**src/rtl/field_counter.sv**
```systemverilog
// Two-digit decimal time field: counts MIN_VALUE..MAX_VALUE from an internal
// prescaler or a chained tick, with push-button adjust and blinking 7-segment output.
module field_counter #(
   parameter int MIN_VALUE = 0,
   parameter int MAX_VALUE = 59,
   parameter int W         = 7,
   parameter int EXT_TICK  = 0,
   parameter int TICK_DIV  = 50000000,
   parameter int BLINK_DIV = 12500000
) (
   input  logic         clk50,
   input  logic         reset,
   input  logic         disable_clk,
   input  logic         tick_in,
   input  logic         adj_n,
   input  logic         adj_up,
   output logic [W-1:0] value,
   output logic         carry_out,
   output logic [6:0]   led_tens,
   output logic [6:0]   led_ones
);

   localparam int TW = (TICK_DIV > 1) ? $clog2(TICK_DIV) : 1;
   localparam int BW = (BLINK_DIV > 1) ? $clog2(BLINK_DIV) : 1;
   localparam logic [W-1:0]  V_MIN  = W'(MIN_VALUE);
   localparam logic [W-1:0]  V_MAX  = W'(MAX_VALUE);
   localparam logic [BW-1:0] B_TERM = BW'(BLINK_DIV - 1);

   logic          adj_s1, adj_s2, adj_d;
   logic          press;
   logic          tick;
   logic [BW-1:0] blink_cnt;
   logic          blank_phase;
   logic          blank;
   logic [7:0]    v8, tens8, ones8;

   // adj_n is asynchronous; the first two flops resynchronise, the third detects the falling edge
   always_ff @(posedge clk50 or negedge reset) begin
      if (!reset) begin
         adj_s1 <= 1'b1;
         adj_s2 <= 1'b1;
         adj_d  <= 1'b1;
      end else begin
         adj_s1 <= adj_n;
         adj_s2 <= adj_s1;
         adj_d  <= adj_s2;
      end
   end

   assign press = adj_d & ~adj_s2;

   generate
      if (EXT_TICK == 0) begin : g_int_tick
         localparam logic [TW-1:0] P_TERM = TW'(TICK_DIV - 1);
         logic [TW-1:0] presc;
         logic          unused_tick_in;

         assign unused_tick_in = tick_in;

         always_ff @(posedge clk50 or negedge reset) begin
            if (!reset) begin
               presc <= '0;
            end else if (press) begin
               presc <= '0;
            end else if (!disable_clk) begin
               presc <= (presc == P_TERM) ? '0 : presc + TW'(1);
            end
         end

         assign tick = ~disable_clk & (presc == P_TERM);
      end else begin : g_ext_tick
         assign tick = ~disable_clk & tick_in;
      end
   endgenerate

   // adjust wins over a coincident tick; that tick is dropped along with its carry
   always_ff @(posedge clk50 or negedge reset) begin
      if (!reset) begin
         value     <= V_MIN;
         carry_out <= 1'b0;
      end else begin
         carry_out <= 1'b0;
         if (press) begin
            if (adj_up)
               value <= (value == V_MAX) ? V_MIN : value + W'(1);
            else
               value <= (value == V_MIN) ? V_MAX : value - W'(1);
         end else if (tick) begin
            if (value == V_MAX) begin
               value     <= V_MIN;
               carry_out <= 1'b1;
            end else begin
               value <= value + W'(1);
            end
         end
      end
   end

   always_ff @(posedge clk50 or negedge reset) begin
      if (!reset) begin
         blink_cnt   <= '0;
         blank_phase <= 1'b0;
      end else if (!disable_clk) begin
         blink_cnt   <= '0;
         blank_phase <= 1'b0;
      end else if (blink_cnt == B_TERM) begin
         blink_cnt   <= '0;
         blank_phase <= ~blank_phase;
      end else begin
         blink_cnt <= blink_cnt + BW'(1);
      end
   end

   function automatic logic [6:0] seg7(input logic [7:0] d);
      case (d)
         8'd0:    seg7 = 7'b1000000;
         8'd1:    seg7 = 7'b1111001;
         8'd2:    seg7 = 7'b0100100;
         8'd3:    seg7 = 7'b0110000;
         8'd4:    seg7 = 7'b0011001;
         8'd5:    seg7 = 7'b0010010;
         8'd6:    seg7 = 7'b0000010;
         8'd7:    seg7 = 7'b1111000;
         8'd8:    seg7 = 7'b0000000;
         8'd9:    seg7 = 7'b0010000;
         default: seg7 = 7'b1111111;
      endcase
   endfunction

   // gating with disable_clk makes the display visible the moment set mode ends
   assign blank    = disable_clk & blank_phase;
   assign v8       = 8'(value);
   assign tens8    = v8 / 8'd10;
   assign ones8    = v8 % 8'd10;
   assign led_tens = blank ? 7'b1111111 : seg7(tens8);
   assign led_ones = blank ? 7'b1111111 : seg7(ones8);

endmodule

```
**config.mk**
```make
export PLATFORM = sky130hd
export DESIGN_NAME = field_counter
export DESIGN_NICKNAME = d
export VERILOG_FILES = /design/src/rtl/field_counter.sv
export SDC_FILE = /design/constraint.sdc
export NUM_CORES = 1
export LEC_CHECK = 0
export BUFFER_PORTS_ARGS = -buffer_cell sky130_fd_sc_hd__buf_4
export CAP_MARGIN = 15
export CORE_MARGIN = 8
export CORE_UTILIZATION = 45
export DETAILED_ROUTE_END_ITERATION = 8
export GPL_TIMING_DRIVEN = 0
export SETUP_SLACK_MARGIN = 0.3
export SYNTH_ARGS = -nofsm -noshare
export SYNTH_HDL_FRONTEND = slang
export SYNTH_SLANG_ARGS = --single-unit
export TNS_END_PERCENT = 20
```
**constraint.sdc**
```tcl
create_clock -name clk50 -period 2.4 [get_ports clk50]
set_clock_uncertainty 0.05 [all_clocks]
set_input_delay 0.12 -clock clk50 [delete_from_list [all_inputs] [get_ports clk50]]
set_output_delay 0.12 -clock clk50 [all_outputs]
set_load 0.02 [all_outputs]
```
**After elaboration in Yosys (flattened, before gate mapping)**

Memories as Yosys holds them, arrays and structs flattened.
Index checks and enable logic that the tools add are counted.

- Reduce and logical (&&, ||, !) cells: 4
- Bitwise gates (word level): 6
- Muxes and demuxes: 19
- Shift operators: 0
- $mul: 0
- Add/subtract/negate cells: 4
- Magnitude comparators: 0
- Equality and inequality tests: 5
- Div/mod/pow operators: 2

Operators by type and width:

| operator | number |
|---|---|
| two-way mux 26 bit | 3 |
| two-way mux 7 bit | 9 |
| two-way mux 24 bit | 2 |
| adder 26 x 1 -> 26 bit (second input constant) | 1 |
| == test 26 bit (second input constant) | 1 |
| adder 24 x 1 -> 24 bit (second input constant) | 1 |
| == test 24 bit (second input constant) | 1 |
| divider 7 x 4 -> 8 bit (second input constant) | 1 |
| zero test 4 bit | 2 |
| remainder unit 7 x 4 -> 8 bit (second input constant) | 1 |
| adder 7 x 1 -> 7 bit (second input constant) | 1 |
| == test 7 x 6 -> 1 bit (second input constant) | 1 |
| zero test 7 bit | 1 |
| subtractor 7 x 1 -> 7 bit (second input constant) | 1 |
| two-way mux 1 bit | 5 |
| inequality test 2 x 1 -> 1 bit (second input constant) | 2 |
| AND 1 bit | 3 |
| inverter 1 bit | 3 |
| nonzero test 2 bit | 1 |

- Bits in read-only memories: 224
- Logic and storage cells: 50
- Output and inout bits: 22
- Input port bits: 6
- Memories kept: 2
- Memory bits (writable): 0
- Register bits: 62
- Latch bits: 0

Memories:

| memory | depth | bits a word | rd ports | clocked after Yosys merged registers in | wr ports | line | RTL |
|---|---|---|---|---|---|---|---|
| (name not given) | 16 | 7 | 1 | 0 | 0 | 115 | `case (d)` |
| (name not given) | 16 | 7 | 1 | 0 | 0 | 115 |  |

**Logic depth before layout (Yosys ltp)**

Gate-level depths: netlist of the first run.

- Word-level depth: 4
- Mapped depth: 13
- Gate-level depth less buffers: 10

**Worst setup path after synthesis of the first run**

OpenSTA, ideal clock, no wires.

- Kind: register to output
- From: register value[1]
- To: output led_ones[1]
- Required time: 2.230 ns
- Arrival: 2.632 ns
- Buffers on the path: 1
- Stages on the path, launching flop included: 9
- Setup slack: -0.402 ns
- Cells stage by stage: dfrtp_1 and2b_1 and3b_1 a221o_1 a211o_1 buf_6 xnor2_1 ha_1 o21ai_0

- Longest elaborated chain between the ends: 4
- Elaborated cells between the ends (all ways): 5
- Classes of those cells: 1 x div; 2 x mux; 1 x reduce/logical; 1 x memory

Ends and longest elaborated chain:

| what | line | RTL |
|---|---|---|
| start: declaration | 17 | `output logic [W-1:0] value,` |
| start signal: assignment | 85 | `value <= (value == V_MAX) ? V_MIN : value + W'(1);` |
| start signal: assignment | 87 | `value <= (value == V_MIN) ? V_MAX : value - W'(1);` |
| start signal: assignment | 93 | `value <= value + W'(1);` |
| remainder unit 7 x 4 -> 8 bit * | 134 | `assign ones8 = v8 % 8'd10;` |
| memory (16 x 7 bit) / zero test 4 bit (equally long branches) | -- |  |
| two-way mux 7 bit * | 115 |  |
| two-way mux 7 bit * | 136 | `assign led_ones = blank ? 7'b1111111 : seg7(ones8);` |
| end: declaration | 20 | `output logic [6:0] led_ones` |

Every way passes the cells marked *; elsewhere a longest branch is shown, timed or not.

**Final worst setup path of the first run**

- From: register value[6]
- To: output led_ones[0]

Same word-level chain as after synthesis.

==> metrics.csv, run 1 <==
metric,value,unit
status,finished with violations,
failing checks,setup timing,
ANT nets after route,0,
register area share after synthesis,36.1,%
CP Data Arrival Time,2850,ps
"Primary FF master, synth",dfrtp_1,
Post-Synth XOR/XNOR Area,7.92,%
Post-Syn Area,0.00431,mm^2
min Tclk post-route,3020,ps
synth warn,0,
DRT iter0 DRCs,240,
number of max-cap violations,0,
die height,114,um
syn nets,535,
Crit Reg-Reg Startpoint,g_int_tick.presc[7]$_DFFE_PN0P_,
layout cell share with drive strength beyond 1,26.7,%
Port-buffer cells,25,
Clock Root Buffer,clkbuf_8,
Cells on Worst Hold Path,4,
first-pass GRT wire length,18.5,mm
Worst slew margin,48.2,%
Yosys reg bits,62,
GP Congestion,0.862,
Hold WS,194,ps
largest net degree at the start of global routing,63,
Final Cycle Share,126,%
Worst R2R End,value[5]$_DFFE_PN0P_,
Vias,4114,
Synth area leaders,"dfrtp_1 (34%), nor2_1 (6.7%), xor2_1 (4.7%)",
Via-to-Cell Ratio,5.79,
Avg Inst Size Synth,8.36,um^2
Reg2Reg Depth,7,
number of global-route vias before repair,3779,
post-synthesis async set-or-reset flop share,100,%
final instance area,0.00547,mm^2
FMAX,331,MHz
hold path startpoint,adj_up,
drt pass-1 iters,5,
Final nets,595,
critical path class,flip-flop to primary output,
startpoint types,flip-flop,
"commonest non-fill, non-tap cell in the layout",nor2_1,
reg2reg setup slack,-50,ps
H-tree depth,3,
Final Hold Vio Count,0,
Crit path required time,2230,ps
gr usage total,17.4,%
Die X,114,um
"commonest cells after routing, fill and taps aside","nor2_1 (72), dfrtp_1 (51), nand2_1 (48)",
simple-gate share of the synthesized area,28.6,%
HP Class,primary input to flip-flop,
initial antenna violation count,0,
Compound-Gate Fraction of Synth Area,18.3,%
Die ar.,0.0130,mm^2
Clock Pin Slew Worst Setup and Hold Paths,70,ps
biggest area consumer among synthesized cells,dfrtp_1,
number of flops mapped to enable cells by yosys,0,
Leak,2.34,nW
"Area growth, synth to finish",26.9,%
Starting Density,46.4,%
final WL,11.5,mm
pre-CTS WS,-434,ps
top cell type's share of synthesized area,34.2,%
Rows,35,
Setup Viol. Count Final,15,
TritonCTS clock tree,built,
Post-Synth Adder-Cell Area,3.77,%
Clock Latency Late Sink,340,ps
WHS Endpoint,value[0]$_DFFE_PN0P_,
worst vdd ir,0.00117,V
Crit Path Max Fanout,7,
# diodes,0,
number of top-level pins,28,
distinct cell type count after synthesis,74,
setup ws final,-625,ps
Num CTS Buffers,9,
Core ar.,0.00928,mm^2
CTS sink count,62,
Worst Setup End Kind,primary output,
DP HPWL,7.72,mm
Power Dens Cells,1630,mW/mm^2
total gr overflow,0,
Clock Path Buffers,2,
per-cell routed wire length,16.2,um
post-synthesis mux area share,0.725,%
combinational family with the most area after synthesis,simple AND/OR/NAND/NOR gates,
RSZ-0062 raised after global routing,yes,
Final Max Tran Viols,0,
drt drc,0,
Syn Inst Count,516,
placed inst area,0.00469,mm^2
Least-Margin Pin Slew,777,ps
-- metal layers --
metal	vias up	GRT usage, %	share of wire [%]
li1	1957	-	-
met1	2001	22.1	44
met2	135	28.1	49
met3	21	3.28	5.1
met4	0	7.36	1.9
met5	-	0	0
-- stage by stage --
step,utilization (%),power (mW),TNS (ps),instances
2_1_floorplan,-,4.53,-1730,516
3_3_place_gp,50.6,5.90,-4050,670
3_5_place_dp,50.6,5.96,-4250,670
4_1_cts,55.7,7.77,-7740,701
5_1_grt,58.9,9.48,-9340,710
6_report,58.9,8.94,-7490,710
-- worst max-delay path by stage --
stage	startpoint	end	slack (ps)	cells after the start
after floorplan	value[1]$_DFFE_PN0P_	led_ones[3]	-230	10
after global routing	value[6]$_DFFE_PN0P_	led_ones[4]	-720	13
after detailed placement	value[1]$_DFFE_PN0P_	led_ones[3]	-430	11
after CTS	value[6]$_DFFE_PN0P_	led_ones[3]	-630	13
final	value[6]$_DFFE_PN0P_	led_ones[0]	-620	11
after global placement	value[2]$_DFFE_PN0P_	led_tens[6]	-440	11
-- sequential cells by signal, summed over array words and instances, names as in the netlist --
name,count
g_int_tick.presc,26
blink_cnt,24
value,7
adj_d,1
adj_s1,1
adj_s2,1
blank_phase,1
carry_out,1
-- power by group --
part / total, mW / internal [mW] / switching (mW)
combinational: 6.64 / 3.16 / 3.48
clock: 1.03 / 0.588 / 0.440
sequential: 1.27 / 1.13 / 0.138
-- layout make-up --
type	count	area (um^2)
clock inverters	7	96.3
plain buffers	26	176
well taps	129	161
flip-flops and latches	62	1570
clock buffers	9	124
repair buffers	49	410
inverters	15	70.1
fillers	847	3810
multi-input cells	413	2870
-- cell families after synthesis --
| kind of cell | count (synthesis) |
|---|---|
| DFF | 62 |
| and+or+nand+nor | 243 |
| adders and majority gates | 13 |
| muxes | 3 |
| xor gates and xnor gates | 39 |
| buffers and inverters | 41 |
| AOI/OAI and AO/OA | 115 |
-- synth_stat cells, drive strengths merged, types with 2 or more instances --
cell,instances
nor4bb,2
or2,3
and3b,2
and3,18
a21boi,2
dfstp,3
nand4,8
nand2,49
o21ai,43
a21oi,17
nor2b,5
xnor2,16
o22ai,5
buf,16
o31ai,8
nor2,77
nor3,13
nand3,33
a211oi,2
ha,13
inv,14
nor3b,3
xor2,23
a22o,5
o311ai,2
nor4,6
a31oi,8
a22oi,2
nand2b,6
clkbuf,10
and2b,2
mux2i,2
or3,4
a211o,2
and2,6
a21o,3
a32o,3
dfrtp,59
-- critical path: stages, from the launching register on --
cell     delay, ps
dfrtp_2        420
buf_6          140
buf_6          130
buf_4          150
or3b_4         400
o22ai_2        120
nand2_1         90
and3_4         170
a22o_4         250
xnor2_1        150
o31ai_2        290
buf_4          200
-- repair_timing --
action	4_1_cts	5_1_grt
pin swaps	17	23
cloned	0	0
hold buffers	2	0
setup endpoints to repair	64	67
setup buffers	13	9
gates resized for setup	36	61
hold endpoints to repair	60	0
(Power assumes the default switching activity.)
==> run 2, diff against run 1 <==
--- a/config.mk
+++ b/config.mk
@@ -11,6 +11,7 @@
 export CORE_UTILIZATION = 45
 export DETAILED_ROUTE_END_ITERATION = 8
 export GPL_TIMING_DRIVEN = 0
+export MAX_ROUTING_LAYER = met4
 export SETUP_SLACK_MARGIN = 0.3
 export SYNTH_ARGS = -nofsm -noshare
 export SYNTH_HDL_FRONTEND = slang
==> run 2 against run 1 <==
The flow still finishes with violations (setup timing). Sequential share of layout area stayed put. Combinational power hardly changed. Clock power about the same. Via count down 0.88%. Sequential power barely moved. First-iteration DRC count shrank 1.7%. Global-route usage is 0.48 points higher. Total power up 0.11%. Worst hold slack about the same. Count of clock-buffer cells in the layout unchanged. Worst setup slack worse by 1.7 ps. Non-clock buffer count unchanged. Critical path type unchanged.
==> metrics.csv, run 2 (same netlist as run 1, synthesis figures left out) <==
metric,value,unit,change
Final Hold Vio Count,0,,unchanged
"delay-heaviest family, CP",simple AND/OR/NAND/NOR gates,,
HP Class,primary input to flip-flop,,
Final Cycle Share,126,%,about the same
initial antenna violation count,0,,unchanged
Starting Density,46.4,%,unchanged
Final Max Tran Viols,0,,unchanged
DRT iter0 DRCs,236,,-1.7%
Power Dens Cells,1630,mW/mm^2,+0.11%
drt drc,0,,unchanged
Num CTS Buffers,9,,unchanged
Reg2Reg Depth,7,,unchanged
final WL,11.6,mm,+0.41%
gr usage total,17.8,%,+0.48 points
met2 Use GR,28.2,%,+0.079 points
failing checks,setup timing,,
Crit Reg-Reg Startpoint,g_int_tick.presc[7]$_DFFE_PN0P_,,
drt pass-1 iters,5,,unchanged
min Tclk post-route,3030,ps,+1.67 ps
setup tns final,-7500,ps,-15.4 ps
GP Congestion,0.876,,+1.6%
Clock Path Buffers,2,,unchanged
TritonCTS clock tree,built,,
max reg flops,26,,unchanged
critical path class,flip-flop to primary output,,
Worst path depth,11,,unchanged
RSZ-0062 raised after global routing,yes,,
Clock Latency Late Sink,350,ps,about the same
Die ar.,0.0130,mm^2,unchanged
H-tree depth,3,,unchanged
Worst slew margin,48.5,%,+0.28 points
Via-to-Cell Ratio,5.74,,-0.88%
Core ar.,0.00928,mm^2,unchanged
Vias,4078,,-0.88%
number of global-route vias before repair,3780,,+0.026%
"commonest cells after routing, fill and taps aside","nor2_1 (72), dfrtp_1 (51), nand2_1 (48)",,
Port-buffer cells,25,,unchanged
"Area growth, synth to finish",26.9,%,unchanged
total gr overflow,0,,unchanged
Setup Viol. Count Final,15,,unchanged
gr busiest metal,met2,,
Largest regs,"g_int_tick.presc x26, blink_cnt x24, value x7",,
FMAX,330,MHz,about the same
first-pass GRT wire length,18.5,mm,-0.19%
layout cell share with drive strength beyond 1,26.7,%,unchanged
Least-Margin Pin Slew,773,ps,-4.25 ps
Worst R2R End,value[5]$_DFFE_PN0P_,,
Clock Root Buffer,clkbuf_8,,
number of top-level pins,28,,unchanged
Slowest cell on crit path,dfrtp_2,,
Clock Pin Slew Worst Setup and Hold Paths,70,ps,about the same
Leak,2.34,nW,unchanged
max incr delay on CP,420,ps,about the same
Final nets,595,,unchanged
pre-CTS WS,-434,ps,unchanged
worst vdd ir,0.00117,V,+0.27%
per-cell routed wire length,16.3,um,+0.41%
crit path capture,led_ones[0],,
Crit Path Max Fanout,7,,unchanged
Crit path required time,2230,ps,about the same
Pwr Total,8.95,mW,+0.11%
die height,114,um,unchanged
status,finished with violations,,
CP Data Arrival Time,2860,ps,about the same
startpoint types,flip-flop,,
number of max-cap violations,0,,unchanged
Rows,35,,unchanged
DP HPWL,7.72,mm,unchanged
GR Layer Usage met1,22.0,%,-0.16 points
reg2reg setup slack,-30,ps,+20 ps
worst path cell trace,buf_6 -> buf_6 -> buf_4 -> or3b_4 -> o22ai_2 -> nand2_1 -> and3_4 -> a22o_4 -> xnor2_1 -> o31ai_2 -> buf_4,,
setup ws final,-626,ps,-1.67 ps
Largest Register,g_int_tick.presc,,
CTS sink count,62,,unchanged
ANT nets after route,0,,unchanged
GR met3 Demand/Resource,3.59,%,+0.32 points
Worst Setup End Kind,primary output,,
Die X,114,um,unchanged
crit path buf inv count,4,,unchanged
"commonest non-fill, non-tap cell in the layout",nor2_1,,
largest net degree at the start of global routing,63,,unchanged
# diodes,0,,unchanged
Crit. Startpoint,value[6]$_DFFE_PN0P_,,
[run 2: cell counts in the layout (fill, tap and decap cells not counted)]
Identical to the previous run, type by type.
[run 2: stage by stage]
stage	std cells	area (um^2)	utilization, %	hold WS (ps)
after floorplan	516	4340	-	-226
after global placement	670	4690	50.6	179
after detailed placement	670	4690	50.6	180
after CTS	701	5170	55.7	193
after global routing	710	5470	58.9	244
final	710	5470	58.9	193
[run 2: power breakdown]
part / internal [mW] / switching (mW) / leakage (nW)
sequential: 1.13 / 0.137 / 0.830
clock: 0.588 / 0.444 / 0.114
combinational: 3.16 / 3.49 / 1.40
[run 2: routing by layer]
layer / vias to the layer above / share of wire (%)
met5: - / 0
met4: 0 / 1.8
met3: 20 / 5.0
met2: 120 / 49
met1: 1983 / 45
li1: 1955 / -
[run 2: timing repair]
action,CTS,global route
buffers inserted,13,9
setup endpoints to repair,64,67
resized for setup,36,61
hold buffers,2,0
pin swaps,17,23
endpoints found under the hold margin,60,0
[run 2: worst reg2reg max path: stages (launching register included)]
cell,delay (ps)
dfrtp_2,440
or4b_4,560
nor4_4,210
nand4_4,240
o21ai_4,380
buf_6,200
a21oi_1,70
a21oi_1,170
[run 2: worst min path at each step]
stage | depth (start not counted) | endpoint | from | slack [ps]
after floorplan | 0 | blank_phase$_DFFE_PN0P_ | reset | -230
after global placement | 1 | adj_s1$_DFF_PN1_ | adj_n | 180
after detailed placement | 1 | adj_s1$_DFF_PN1_ | adj_n | 180
after CTS | 4 | value[0]$_DFFE_PN0P_ | adj_up | 190
after global routing | 4 | value[0]$_DFFE_PN0P_ | adj_up | 240
final | 4 | value[0]$_DFFE_PN0P_ | adj_up | 190
[run 2: layout make-up]
cell class	count	area [um^2]
fill	847	3810
multi-input combinational	413	2870
sequential	62	1570
timing repair buffer	49	410
buffer	26	176
tap	129	161
clock buffer	9	124
clock inverter	7	96.3
inverter	15	70.1
